$ cat config.mk
export PLATFORM = sky130hd
export DESIGN_NAME = apb_req_arbiter
export DESIGN_NICKNAME = d
export VERILOG_FILES = /design/src/rtl/apb_req_arbiter_pkg.sv /design/src/rtl/apb_req_arbiter_rr_arbiter.sv /design/src/rtl/apb_req_arbiter.sv
export SDC_FILE = /design/constraint.sdc
export NUM_CORES = 1
export LEC_CHECK = 0
export CAP_MARGIN = 20
export CORE_MARGIN = 1.5
export CORE_UTILIZATION = 39
export DETAILED_ROUTE_END_ITERATION = 8
export PLACE_DENSITY = 0.75
export SETUP_SLACK_MARGIN = 0.2
export SYNTH_ARGS = -nofsm -noshare
export SYNTH_HDL_FRONTEND = slang
export SYNTH_SLANG_ARGS = --single-unit
$ cat constraint.sdc
create_clock -name pclk -period 1.8 [get_ports pclk]
set_input_delay 0.54 -clock pclk [delete_from_list [all_inputs] [get_ports pclk]]
set_output_delay 0.54 -clock pclk [all_outputs]
set_load 0.005 [all_outputs]
$ cat src/rtl/apb_req_arbiter_pkg.sv
// Shared types and helpers for the APB requester arbiter.
// State encoding of the transfer sequencer and the timeout counter sizing rule.
package apb_arb_pkg;

  typedef enum logic [1:0] {
    IDLE   = 2'd0,
    SETUP  = 2'd1,
    ACCESS = 2'd2
  } state_e;

  // Counter must hold TIMEOUT itself; a zero TIMEOUT still needs a 1-bit vector.
  function automatic int cnt_width(input int timeout);
    return (timeout > 0) ? $clog2(timeout + 1) : 1;
  endfunction

endpackage

$ cat src/rtl/apb_req_arbiter_rr_arbiter.sv
// Round-robin pick among NREQ requests; combinational grant, 0-cycle latency.
// Pointer advances only when the caller accepts the grant, so pending requests never lose their turn.
module rr_arbiter
  import apb_arb_pkg::*;
#(
  parameter int NREQ = 2
) (
  input  logic                                      pclk,
  input  logic                                      presetn,
  input  logic [NREQ-1:0]                           req,
  input  logic                                      advance,
  output logic [NREQ-1:0]                           gnt_onehot,
  output logic [((NREQ > 1) ? $clog2(NREQ) : 1)-1:0] gnt_idx
);

  localparam int IW = (NREQ > 1) ? $clog2(NREQ) : 1;

  logic [IW-1:0] r_last;
  logic          w_hi_found;
  logic          w_lo_found;
  logic [IW-1:0] w_hi_idx;
  logic [IW-1:0] w_lo_idx;

  // Lowest set bit above the last grant wins; otherwise wrap to the lowest set bit overall.
  always_comb begin
    w_hi_found = 1'b0;
    w_lo_found = 1'b0;
    w_hi_idx   = '0;
    w_lo_idx   = '0;
    for (int i = NREQ - 1; i >= 0; i--) begin
      if (req[i]) begin
        w_lo_found = 1'b1;
        w_lo_idx   = IW'(i);
        if (i > int'(r_last)) begin
          w_hi_found = 1'b1;
          w_hi_idx   = IW'(i);
        end
      end
    end
  end

  assign gnt_idx    = w_hi_found ? w_hi_idx : w_lo_idx;
  assign gnt_onehot = w_lo_found ? (NREQ'(1) << gnt_idx) : '0;

  // Reset value NREQ-1 makes requester 0 the first winner.
  always_ff @(posedge pclk or negedge presetn) begin
    if (!presetn) begin
      r_last <= IW'(NREQ - 1);
    end else if (advance && w_lo_found) begin
      r_last <= gnt_idx;
    end
  end

endmodule

$ cat src/rtl/apb_req_arbiter.sv
// APB master shared by NREQ requesters: accept at T, psel T+1, penable T+2, response >= T+3.
// Requests are held off (req_ready low) for the whole transfer; a pready timeout ends hung transfers.
module apb_req_arbiter
  import apb_arb_pkg::*;
#(
  parameter int NREQ    = 2,
  parameter int AW      = 2,
  parameter int DW      = 8,
  parameter int TIMEOUT = 16
) (
  input  logic               pclk,
  input  logic               presetn,
  input  logic [NREQ-1:0]    req_valid,
  input  logic [NREQ-1:0]    req_write,
  input  logic [NREQ*AW-1:0] req_addr,
  input  logic [NREQ*DW-1:0] req_wdata,
  output logic [NREQ-1:0]    req_ready,
  output logic [NREQ-1:0]    rsp_valid,
  output logic [DW-1:0]      rsp_rdata,
  output logic               rsp_err,
  output logic               psel,
  output logic               penable,
  output logic               pwrite,
  output logic [AW-1:0]      paddr,
  output logic [DW-1:0]      pwdata,
  input  logic [DW-1:0]      prdata,
  input  logic               pready
);

  localparam int IW    = (NREQ > 1) ? $clog2(NREQ) : 1;
  localparam int CNTW  = cnt_width(TIMEOUT);

  state_e          r_state;
  logic [IW-1:0]   r_gnt_idx;
  logic [CNTW-1:0] r_cnt;
  logic            r_psel;
  logic            r_penable;
  logic            r_pwrite;
  logic [AW-1:0]   r_paddr;
  logic [DW-1:0]   r_pwdata;
  logic [NREQ-1:0] r_rsp_valid;
  logic [DW-1:0]   r_rsp_rdata;
  logic            r_rsp_err;

  logic [NREQ-1:0] w_gnt_onehot;
  logic [IW-1:0]   w_gnt_idx;
  logic            w_accept;
  logic            w_timeout;
  logic [AW-1:0]   w_sel_addr;
  logic [DW-1:0]   w_sel_wdata;

  // Gated by presetn so req_ready is also low while reset is held.
  assign w_accept  = (r_state == IDLE) && (|req_valid) && presetn;
  assign req_ready = w_accept ? w_gnt_onehot : '0;

  assign w_sel_addr  = req_addr[w_gnt_idx*AW +: AW];
  assign w_sel_wdata = req_wdata[w_gnt_idx*DW +: DW];

  // pready on the final counted cycle takes priority over the timeout.
  assign w_timeout = (TIMEOUT > 0) && !pready && (r_cnt == CNTW'(TIMEOUT));

  rr_arbiter #(
    .NREQ (NREQ)
  ) u_rr (
    .pclk       (pclk),
    .presetn    (presetn),
    .req        (req_valid),
    .advance    (w_accept),
    .gnt_onehot (w_gnt_onehot),
    .gnt_idx    (w_gnt_idx)
  );

  always_ff @(posedge pclk or negedge presetn) begin
    if (!presetn) begin
      r_state     <= IDLE;
      r_gnt_idx   <= '0;
      r_cnt       <= '0;
      r_psel      <= 1'b0;
      r_penable   <= 1'b0;
      r_pwrite    <= 1'b0;
      r_paddr     <= '0;
      r_pwdata    <= '0;
      r_rsp_valid <= '0;
      r_rsp_rdata <= '0;
      r_rsp_err   <= 1'b0;
    end else begin
      r_rsp_valid <= '0;
      r_rsp_rdata <= '0;
      r_rsp_err   <= 1'b0;
      case (r_state)
        IDLE: begin
          if (|req_valid) begin
            r_gnt_idx <= w_gnt_idx;
            r_pwrite  <= req_write[w_gnt_idx];
            r_paddr   <= w_sel_addr;
            r_pwdata  <= w_sel_wdata;
            r_psel    <= 1'b1;
            r_state   <= SETUP;
          end
        end
        SETUP: begin
          r_penable <= 1'b1;
          r_cnt     <= CNTW'(1);
          r_state   <= ACCESS;
        end
        ACCESS: begin
          if (pready) begin
            r_rsp_valid <= NREQ'(1) << r_gnt_idx;
            r_rsp_rdata <= r_pwrite ? '0 : prdata;
            r_psel      <= 1'b0;
            r_penable   <= 1'b0;
            r_state     <= IDLE;
          end else if (w_timeout) begin
            r_rsp_valid <= NREQ'(1) << r_gnt_idx;
            r_rsp_err   <= 1'b1;
            r_psel      <= 1'b0;
            r_penable   <= 1'b0;
            r_state     <= IDLE;
          end else if (TIMEOUT > 0) begin
            r_cnt <= r_cnt + CNTW'(1);
          end
        end
        default: begin
          r_psel    <= 1'b0;
          r_penable <= 1'b0;
          r_state   <= IDLE;
        end
      endcase
    end
  end

  assign psel      = r_psel;
  assign penable   = r_penable;
  assign pwrite    = r_pwrite;
  assign paddr     = r_paddr;
  assign pwdata    = r_pwdata;
  assign rsp_valid = r_rsp_valid;
  assign rsp_rdata = r_rsp_rdata;
  assign rsp_err   = r_rsp_err;

endmodule

Yosys cells after proc, flatten, opt, wreduce, memory -nomap -nowiden
Cells that the tools add are included.

storage, ports and cells
  flip-flop bits (word level) = 33
  input bits = 35
  output and inout bits = 26
  word-level logic and storage cells = 72

operators by class
  add/sub/neg operators = 1
  order comparisons = 2
  eq/ne operators = 7
  shifts and indexed selects = 4
  multiplexer cells = 31
  bitwise operators = 2
  reduce and logical (&&, ||, !) cells = 13

operators by type and width
  operator               number
  $mux W8                3
  $mux W2                8
  $shiftx A16 B5 Y8      1
  $mux W1                14
  $mux W5                2
  $pmux W5 S2            1
  $pmux W1 S3            2
  $pmux W2 S3            1
  $reduce_and A2 Y1      3
  $reduce_and A3 Y1      2
  $add A5 B1 Y5 const B  1
  $eq A5 B5 Y1 const B   1
  $logic_and A1 B1 Y1    4
  $ne A2 B2 Y1 const B   2
  $shiftx A4 B3 Y2       1
  $shl A1 B1 Y2 const A  2
  $ne A3 B3 Y1 const B   1
  $eq A2 B1 Y1 const B   1
  $eq A2 B2 Y1 const B   1
  $logic_not A2 Y1       1
  $lt A1 B2 Y1 const B   1
  $ne A2 B1 Y1 const B   1
  $not A1 Y1             2
  $reduce_bool A2 Y1     1
  other kinds (3)        3

Longest topological paths before layout
  depth in word-level cells = 7
  gate-level depth with buffers = 5

Hierarchy
From an unflattened synthesis, not the netlist that was laid out.

second synthesis, totals
  cell total of the unflattened synthesis = 124
  area total of the unflattened synthesis = 1535.2 µm²

by module, submodules not included
  module           times used  cells each  area each (µm²)  sequential area each (µm²)
  apb_req_arbiter  1           117         1471.4           800.8
  rr_arbiter       1           7           63.8             26.3

Worst setup path before layout
OpenSTA, ideal clock, no wires.

  path kind = register to output
  from = register r_state[0]
  to = output port req_ready[0]
  data arrival time = 1.246 ns
  data required time = 1.260 ns
  slack = 0.014 ns
  stages on the path, launching flop included = 6
  path through = dfrtp_1 > buf_2 > nor2_4 > o21a_1 > buf_6 > and3_2

on the way
  cells in the longest elaborated chain, start to end = 4

ends and longest elaborated chain
  element                            line                    text
  from (decl)                        apb_req_arbiter.sv:33   state_e r_state;
  from (signal assigned)             apb_req_arbiter.sv:75   r_state <= IDLE;
  from (signal assigned)             apb_req_arbiter.sv:98   r_state <= SETUP;
  from (signal assigned)             apb_req_arbiter.sv:104  r_state <= ACCESS;
  $logic_not A2 Y1                   apb_req_arbiter.sv:53   assign w_accept = (r_state == IDLE) && (|req_valid) && presetn;
  $logic_and A1 B1 Y1 (2 in series)  apb_req_arbiter.sv:53
  $mux W2                            apb_req_arbiter.sv:54   assign req_ready = w_accept ? w_gnt_onehot : '0;
  to (decl)                          apb_req_arbiter.sv:17   output logic [NREQ-1:0] req_ready,

Every way passes these cells.

Final worst setup path
  from = register r_state[1]
  to = output port req_ready[0]

Same word-level chain as after synthesis.

==> results.py <==
metrics = {
    "route": {
        "wl_per_cell_um": 15.0,
        "drt_iter0_drc": 62,
        "wl_um": 3840,
        "via_count": 1256,
        "drc": 0,
        "drt_pass1_iterations": 4,
        "ant_nets": 0,
        "viasPerCell": 4.91,
    },
    "placement": {
        "gp_congestion": 0.813,
        "port_buffers": 60,
        "dp_hpwl_um": 2840,
        "dp_slack_ps": -681,
    },
    "yosys": {
        "yosysWarnings": 0,
        "synth_edf_count": 0,
        "yosys_most_used_dff": "dfrtp_1",
        "syn_inst": 123,
        "avgSynthCellArea_um2": 13.0,
        "syn_nets": 160,
        "ys_ff_latch": 33,
        "synth_seq_area_share": 0.518,
        "synthesis.area_um2": 1600,
        "synth_cell_types": 43,
        "async_reset_ff_frac": 1.00,
    },
    "floorplan": {
        "dieArea_um2": 4480,
        "start_util": 0.402,
        "core_area_um2": 3970,
        "fp.dieH_um": 67.0,
        "ios": 61,
        "die_w_um": 67.0,
        "rows": 23,
    },
    "power": {
        "power.density_nw_per_um2": 1290,
        "finalPower_mw": 3.20,
        "ir_drop_v": 0.000878,
        "p_leak_nw": 1.21,
    },
    "final_layout": {
        "layout_commonest_cell": "dfrtp_1",
        "final_cell_mix": "32 x dfrtp_1, 31 x clkdlybuf4s50_1, 25 x dlygate4sd2_1, 22 x mux2_4, 17 x buf_4",
        "area_delta_synth_final_pct": 55.1,
        "n_antenna_cell": 0,
        "n_fill_cell": 318,
        "drive_gt1_frac": 0.296,
        "layout.nets": 242,
    },
    "hold_path": {
        "hold_path.class": "reg2reg",
    },
    "clock_tree": {
        "numCtsBuffers": 5,
        "cts.clk_slew.worst_paths_ps": 70,
        "cts-root-buf": "clkbuf_8",
        "cts_tree": "done",
        "clk_latency_ps": 290,
        "ctsLongestPathBuffers": 2,
        "cts_hold_buf": 0,
        "ctsHtreeMaxLevel": 2,
        "cts_sinks": 33,
    },
    "timing": {
        "hold_viol": 0,
        "finalSetupViolations": 0,
        "slew_headroom": 0.752,
        "maxSlewViolCount": 0,
        "tns_ps": 0,
        "fmax_ghz": 0.560,
        "rsz0062_at_grt": "true",
        "tightestPinTransition_ps": 372,
        "finalClockSkew_ps": 4.52,
        "fin_crit_ps": 1780,
        "finalCritPeriodShare": 0.991,
        "setup_ws_ps": 15.6,
        "hold_ws_ps": 435,
    },
    "global_route": {
        "antenna_found_initial": 0,
        "overflow": 0,
        "grt_pass1_wl_um": 6180,
        "gr-usage-all-layers": 0.193,
        "grt_max_degree": 32,
        "grt_pass1_vias": 1305,
    },
    "critical_path": {
        "critPathBufInv": 1,
        "crit_slowest_cell": "dfrtp_1",
        "critPathKind": "reg2out",
        "cp_top_family": "flip-flops",
        "worstPathCellList": "nor2_4 -> o21a_4 -> and3_4 -> buf_6",
        "cp-end-kind": "primary output",
        "critical_path.max_fanout": 3,
        "cp_slowest_stage_delay_ps": 410,
        "arrival_ps": 1240,
        "crit_path_start_kind": "flop",
        "required_ps": 1260,
    },
    "run_status": {
        "outcome": "complete, no violations",
    },
    "job": {
        "maxCapViolations": 0,
    },
}
==> sequential cells by signal (all words and copies together), names as in the netlist, 2 cells and up <==
name	cells
r_cnt	5
rsp_rdata	8
r_state	2
rsp_valid	2
paddr	2
pwdata	8
==> per-stage QoR <==
stage | cells | cell area, µm² | utilization
finish | 256 | 2470 | 0.623
detailed placement | 240 | 2320 | 0.585
global route | 256 | 2470 | 0.623
CTS | 253 | 2430 | 0.612
global placement | 240 | 2320 | 0.585
floorplan | 123 | 1610 | -
==> final timing paths <==
check | slack [ps] | end | cells past startpoint | startpoint
hold reg to reg | 440 | rsp_valid[0]$_DFF_PN0_ | 1 | r_gnt_idx$_DFFE_PN0N_
setup reg to reg | 130 | paddr[0]$_DFFE_PN0N_ | 6 | u_rr.r_last$_DFFE_PN1P_
hold / removal | 440 | rsp_valid[0]$_DFF_PN0_ | 1 | r_gnt_idx$_DFFE_PN0N_
setup / recovery | 20 | req_ready[0] | 4 | r_state[1]$_DFFE_PN0P_
min in group asynchronous | 460 | pwdata[4]$_DFFE_PN0N_ | 2 | presetn
max in group asynchronous | 890 | u_rr.r_last$_DFFE_PN1P_ | 2 | presetn
==> metal layers <==
layer | GRT usage | share of wire | wire length [µm]
met5 | 0 | 0 | 0
met4 | 0.0995 | 0.019 | 72
met2 | 0.326 | 0.52 | 2000
met3 | 0.0524 | 0.045 | 173
met1 | 0.223 | 0.42 | 1600
==> logic make-up (layout without fill, tap and decap cells) <==
logic type | count (synthesis) | after routing | share of synthesized area
mux | 22 | 22 | 0.188
buf+inv | 13 | 96 | 0.0447
fa+ha+maj | 2 | 2 | 0.0157
flops | 33 | 33 | 0.518
simple gates | 32 | 32 | 0.132
compound gates | 21 | 21 | 0.101
==> Yosys cell counts (all sizes together), types with 2 or more instances <==
cell type  number  area (µm²)
a22oi           2        15.0
nor2            4        22.5
and3            2        13.8
and2            9        56.3
o21ai           3        15.0
mux2           22         300
dfrtp          32         801
nor3            5        25.0
o21a            3        22.5
a31oi           2        12.5
inv             7        26.3
ha              2        25.0
buf             6        45.0
==> final cells by class <==
class                      count  area, µm²  share of cell area
clock buffer                   6       72.6              0.0293
clock inverter                 2       10.0             0.00405
inverter                       7       26.3              0.0106
multi-input combinational     77        743               0.300
sequential                    33        827               0.334
tap                           50       62.6              0.0253
timing repair buffer          81        732               0.296
==> timing repair <==
action                                  in CTS  in global routing
pin swaps                                    3                  3
endpoints found under the setup margin      38                 15
setup buffers                                5                  3
resized for setup                           51                  5
==> power breakdown <==
group / internal, mW / switching (mW) / total [mW]
logic: 0.922 / 0.585 / 1.51
clock network: 0.268 / 0.269 / 0.536
registers: 0.996 / 0.156 / 1.15
total: 2.19 / 1.01 / 3.20
Power figures use the tool's default switching activity.
